$ cat src/rtl/gpio_port_af.sv
// GPIO bank with an Avalon-MM register file, per-pin alternate-function mux, input synchroniser,
// edge capture with write-one-to-clear, and a maskable level interrupt.
module gpio_port_af #(
    parameter int unsigned WIDTH       = 32,
    parameter int unsigned SYNC_STAGES = 2,
    parameter logic [31:0] OUT_RESET   = 32'h0,
    parameter logic [31:0] DIR_RESET   = 32'h0
) (
    input  logic             clk,
    input  logic             reset_n,
    input  logic [2:0]       avs_address,
    input  logic             avs_read,
    input  logic             avs_write,
    input  logic [31:0]      avs_writedata,
    output logic [31:0]      avs_readdata,
    output logic             irq,
    input  logic [WIDTH-1:0] gpio_in,
    output logic [WIDTH-1:0] gpio_out,
    output logic [WIDTH-1:0] gpio_oe,
    input  logic [WIDTH-1:0] af_out,
    input  logic [WIDTH-1:0] af_oe
);

    localparam int unsigned DATA_W  = 32;
    localparam int unsigned ARM_MAX = SYNC_STAGES + 1;
    localparam int unsigned ARM_W   = $clog2(ARM_MAX + 1);

    localparam logic [2:0] ADDR_DATA     = 3'd0;
    localparam logic [2:0] ADDR_DIR      = 3'd1;
    localparam logic [2:0] ADDR_SET      = 3'd2;
    localparam logic [2:0] ADDR_CLR      = 3'd3;
    localparam logic [2:0] ADDR_AF       = 3'd4;
    localparam logic [2:0] ADDR_IRQ_MASK = 3'd5;
    localparam logic [2:0] ADDR_EDGE_CAP = 3'd6;
    localparam logic [2:0] ADDR_EDGE_SEL = 3'd7;

    logic [WIDTH-1:0] out_q;
    logic [WIDTH-1:0] dir_q;
    logic [WIDTH-1:0] af_q;
    logic [WIDTH-1:0] mask_q;
    logic [WIDTH-1:0] cap_q;
    logic [WIDTH-1:0] sel_q;

    logic [SYNC_STAGES-1:0][WIDTH-1:0] sync_q;
    logic [WIDTH-1:0] sync;
    logic [WIDTH-1:0] prev_q;
    logic [ARM_W-1:0] arm_cnt;
    logic             armed;

    logic [WIDTH-1:0] wdata;
    logic             wr_data;
    logic             wr_dir;
    logic             wr_set;
    logic             wr_clr;
    logic             wr_af;
    logic             wr_mask;
    logic             wr_cap;
    logic             wr_sel;

    logic [WIDTH-1:0] rise;
    logic [WIDTH-1:0] fall;
    logic [WIDTH-1:0] ev;
    logic [WIDTH-1:0] w1c;
    logic [WIDTH-1:0] cap_next;
    logic [WIDTH-1:0] mask_next;
    logic [31:0]      rd_mux;

    // Write strobes per register
    assign wdata   = avs_writedata[WIDTH-1:0];
    assign wr_data = avs_write && (avs_address == ADDR_DATA);
    assign wr_dir  = avs_write && (avs_address == ADDR_DIR);
    assign wr_set  = avs_write && (avs_address == ADDR_SET);
    assign wr_clr  = avs_write && (avs_address == ADDR_CLR);
    assign wr_af   = avs_write && (avs_address == ADDR_AF);
    assign wr_mask = avs_write && (avs_address == ADDR_IRQ_MASK);
    assign wr_cap  = avs_write && (avs_address == ADDR_EDGE_CAP);
    assign wr_sel  = avs_write && (avs_address == ADDR_EDGE_SEL);

    // Pin ownership: alternate function overrides both value and enable
    assign gpio_out = (af_q & af_out) | (~af_q & out_q);
    assign gpio_oe  = (af_q & af_oe)  | (~af_q & dir_q);

    // Control registers
    always_ff @(posedge clk or negedge reset_n) begin
        if (!reset_n) begin
            out_q  <= OUT_RESET[WIDTH-1:0];
            dir_q  <= DIR_RESET[WIDTH-1:0];
            af_q   <= {WIDTH{1'b0}};
            mask_q <= {WIDTH{1'b0}};
            sel_q  <= {WIDTH{1'b0}};
        end else begin
            if (wr_data) begin
                out_q <= wdata;
            end else if (wr_set) begin
                out_q <= out_q | wdata;
            end else if (wr_clr) begin
                out_q <= out_q & ~wdata;
            end
            if (wr_dir) begin
                dir_q <= wdata;
            end
            if (wr_af) begin
                af_q <= wdata;
            end
            if (wr_mask) begin
                mask_q <= wdata;
            end
            if (wr_sel) begin
                sel_q <= wdata;
            end
        end
    end

    // Input synchroniser, one-cycle history and post-reset arming counter
    always_ff @(posedge clk or negedge reset_n) begin
        if (!reset_n) begin
            sync_q  <= '0;
            prev_q  <= {WIDTH{1'b0}};
            arm_cnt <= {ARM_W{1'b0}};
        end else begin
            sync_q <= {sync_q[SYNC_STAGES-2:0], gpio_in};
            prev_q <= sync;
            if (!armed) begin
                arm_cnt <= arm_cnt + ARM_W'(1);
            end
        end
    end

    assign sync  = sync_q[SYNC_STAGES-1];
    assign armed = (arm_cnt == ARM_W'(ARM_MAX));

    // Edge events; a new event wins over a simultaneous write-one-to-clear
    assign rise      = sync & ~prev_q;
    assign fall      = ~sync & prev_q;
    assign ev        = armed ? ((sel_q & rise) | (~sel_q & fall)) : {WIDTH{1'b0}};
    assign w1c       = wr_cap ? wdata : {WIDTH{1'b0}};
    assign cap_next  = (cap_q & ~w1c) | ev;
    assign mask_next = wr_mask ? wdata : mask_q;

    // Capture register and interrupt track the post-edge capture and mask state together
    always_ff @(posedge clk or negedge reset_n) begin
        if (!reset_n) begin
            cap_q <= {WIDTH{1'b0}};
            irq   <= 1'b0;
        end else begin
            cap_q <= cap_next;
            irq   <= |(cap_next & mask_next);
        end
    end

    // Read mux, narrow registers zero-extended
    always_comb begin
        rd_mux = {DATA_W{1'b0}};
        case (avs_address)
            ADDR_DATA:     rd_mux = DATA_W'(sync);
            ADDR_DIR:      rd_mux = DATA_W'(dir_q);
            ADDR_SET:      rd_mux = DATA_W'(out_q);
            ADDR_CLR:      rd_mux = DATA_W'(out_q);
            ADDR_AF:       rd_mux = DATA_W'(af_q);
            ADDR_IRQ_MASK: rd_mux = DATA_W'(mask_q);
            ADDR_EDGE_CAP: rd_mux = DATA_W'(cap_q);
            ADDR_EDGE_SEL: rd_mux = DATA_W'(sel_q);
            default:       rd_mux = {DATA_W{1'b0}};
        endcase
    end

    // Fixed one-cycle read latency; data holds between reads
    always_ff @(posedge clk or negedge reset_n) begin
        if (!reset_n) begin
            avs_readdata <= {DATA_W{1'b0}};
        end else if (avs_read) begin
            avs_readdata <= rd_mux;
        end
    end

endmodule
$ cat config.mk
export PLATFORM = sky130hd
export DESIGN_NAME = gpio_port_af
export DESIGN_NICKNAME = d
export VERILOG_FILES = /design/src/rtl/gpio_port_af.sv
export SDC_FILE = /design/constraint.sdc
export NUM_CORES = 1
export LEC_CHECK = 0
export CELL_PAD_IN_SITES_DETAIL_PLACEMENT = 2
export CELL_PAD_IN_SITES_GLOBAL_PLACEMENT = 2
export CORE_ASPECT_RATIO = 1.1
export CORE_MARGIN = 2
export CORE_UTILIZATION = 33
export CTS_BUF_LIST = sky130_fd_sc_hd__clkbuf_8
export CTS_CLUSTER_SIZE = 14
export DETAILED_ROUTE_END_ITERATION = 8
export PLACE_DENSITY = 0.74
export SYNTH_ARGS = -nofsm -noshare
export SYNTH_HDL_FRONTEND = slang
export SYNTH_SLANG_ARGS = --single-unit
$ cat constraint.sdc
create_clock -name clk -period 1.8 [get_ports clk]
set_input_delay 0.36 -clock clk [delete_from_list [all_inputs] [get_ports clk]]
set_output_delay 0.36 -clock clk [all_outputs]
set_load 0.01 [all_outputs]
==> metrics.txt <==
status=finished with violations; failing checks=setup timing; # rows=79; flop2flop setup slack=-90 ps; final setup skew=19.3 ps; Leak Pwr=0.00887 uW; TritonRoute pass-1 iters=5; Setup WS pre-CTS=-851 ps; most frequent cells in the layout=dfrtp_1, mux2_2, clkdlybuf4s50_1; initial antenna violation count=4; Max Clock Freq=0.512 GHz; die area=44600 um2; Data required, critical path=1440 ps; via count=11389; Unique masters post-synth=35; Clock Sinks=323; Rel. slew slack=34.8%; CTS tree=built; cells along the critical path=buf_6, mux2_4, buf_6; Period minus WS final=1950 ps; EDFF count, synth=0; Mean Syn Cell Area=12.3 um2; Crit Reg-Reg Endpoint=irq; CP max stage cell=dfrtp_2; min-delay worst type=in2reg; fin util=47.0%; Die Span X=202 um; Final WS setup=-153 ps; Most used DFF post-synth=dfrtp_1; crit path DAT=1590 ps; startpoint types=register; total CTS buffers=56; CP dominant cell by count=buf_6; first-pass GRT wire length=82700 um; core area=42300 um2; ys async rst share=100%; hold endpoint=sync_q[11]; crit path kind=reg2out; Final Max Tran Viols=0; Largest stage delay, worst path=420 ps; Fin. Hold Viols=0; Routed Antenna Nets=0; synthesized area=14200 um2; WL final=54400 um; Yosys reg bits=323; setup TNS=-5840 ps; Syn Nets=1288; post-synthesis sequential area ratio=57.0%; dpl hpwl=35300 um; Filler Cell Count=4253; WHS=184 ps; Top delay family on crit path=flip-flops; starting DRC count in detailed routing=534; RSZ-0062 raised after global routing=true; Final Cycle Share=108%; # DRC=0; final net count=1675; Syn-to-layout area delta=40.4%; hold path depth=1; IO buf count=231; maximum vdd drop=0.000510 V; ratio of cells with drive above 1 in the final layout=33.4%; commonest non-fill, non-tap cell in the layout=dfrtp_1; placed standard-cell area=17700 um2; Tightest Pin Transition=973 ps; Clock transition at path regs=60 ps; Reg2Reg Launch Point=arm_cnt[1]; Ports=232; largest net degree at the start of global routing=80; # setup viols final=62; worst skew pair latency=610 ps; Root Driver=clkbuf_8; DR vias/cell=5.30; gr usage total=24.1%; vias in the first global route=13168; nature of the critical path endpoint=primary output; wire length per cell=25.4 um; H-tree levels=2; CP max FO=2; total grt overflow=0; Synth Warn #=0; Pwr Density=1100 nW/um2; Finished Cell Area=19900 um2; Worst R2R Path Depth=6; Post-Syn Instances=1152; RePlAce Congestion=0.819; Bufs on Longest Clock Path=3; initial core utilization=33.5%; # Max-Cap Violations=0; min-delay src=gpio_in[11]; Die Span Y=221 um; worst path bufs/invs=2
-- Yosys cell counts (3+ instances only) --
library cell | n | area, um2
buf_2 | 23 | 115
a21oi_1 | 43 | 215
inv_1 | 20 | 75.1
o22ai_1 | 29 | 181
nor3_1 | 3 | 15.0
buf_1 | 4 | 15.0
mux2i_1 | 48 | 480
a221oi_1 | 9 | 78.8
o211ai_1 | 34 | 255
a22o_1 | 80 | 701
buf_4 | 5 | 37.5
nand2_1 | 107 | 402
o21ai_0 | 100 | 500
mux2_2 | 197 | 2220
nand3b_1 | 3 | 22.5
clkbuf_1 | 34 | 128
nand2b_1 | 34 | 213
mux2_1 | 3 | 33.8
nor2b_1 | 3 | 18.8
mux4_2 | 5 | 113
dfrtp_1 | 323 | 8080
nor4_1 | 4 | 25.0
nor2_1 | 25 | 93.8
-- cells by family (layout without fill, tap and decap cells) --
kind of cell	after synthesis	after routing	synth area share [%]
AOI/OAI and AO/OA	297	297	13.8
xor gates and xnor gates	1	1	0.0618
adders and majority gates	1	1	0.0883
buffers and inverters	89	513	2.81
DFF	323	323	57.0
muxes	253	253	20.1
other	0	4	0
and+or+nand+nor	188	188	6.15
-- power by group --
part | switching (uW) | internal, uW | leakage, uW
sequential | 1080 | 8330 | 0.00376
clock | 3040 | 3550 | 0.000639
combinational | 2450 | 3390 | 0.00447
-- worst reg2reg max path: stages (launching register included) --
cell     delay [ps]
dfrtp_1         410
ha_4            200
buf_12          140
a22o_1          230
a22o_1          290
nor4_4          330
nand4_1         130
-- area by class of cell --
| class | count | area [um2] | share of cell area [%] |
|---|---|---|---|
| flip-flops and latches | 323 | 8090 | 40.7 |
| multi-input cells | 740 | 5950 | 29.9 |
| repair buffers | 397 | 3980 | 20.0 |
| clock buffers | 69 | 950 | 4.77 |
| well taps | 567 | 709 | 3.56 |
| clock inverters | 26 | 128 | 0.641 |
| inverters | 21 | 83.8 | 0.421 |
| diodes | 4 | 10.0 | 0.0503 |
-- registers in the layout, indices dropped and copies added (netlist names), named ones only --
signal and flops:
af_q 32, avs_readdata 32, cap_q 32, dir_q 32, mask_q 32, prev_q 32
sel_q 32, sync 32, sync_q 32, arm_cnt 2, irq 1
-- layer usage --
metal  GRT usage, %  vias up  routed length, um
li1               -     4985                  -
met1           30.5     6068              23100
met2           42.6      260              28300
met3           3.45       76               1790
met4           7.28        0               1280
met5              0        -                  0
-- repair_timing --
| item | CTS | global route |
|---|---|---|
| setup endpoints to repair | 98 | 64 |
| endpoints found under the hold margin | 298 | 0 |
| resized for setup | 390 | 68 |
| setup buffers | 77 | 13 |
| pin swaps | 6 | 3 |
| hold buffers | 1 | 0 |
-- metrics by stage --
stage / total power [uW] / std cells
after global placement: 13800 / 1957
after detailed placement: 14100 / 1957
after floorplan: 11500 / 1152
after global routing: 22800 / 2147
after CTS: 21500 / 2130
final: 21800 / 2147
-- worst max-delay path by stage --
stage               cells after the start  slack [ps]            from      endpoint
global placement                        8        -760       avs_write           irq
floorplan                               8          -7  avs_address[1]           irq
finish                                  3        -150        af_q[31]   gpio_oe[31]
CTS                                     3        -170        af_q[31]  gpio_out[31]
detailed placement                      8        -850       avs_write           irq
global route                            3        -200         af_q[9]   gpio_out[9]
Note: power is estimated with default switching activity, not from simulation.
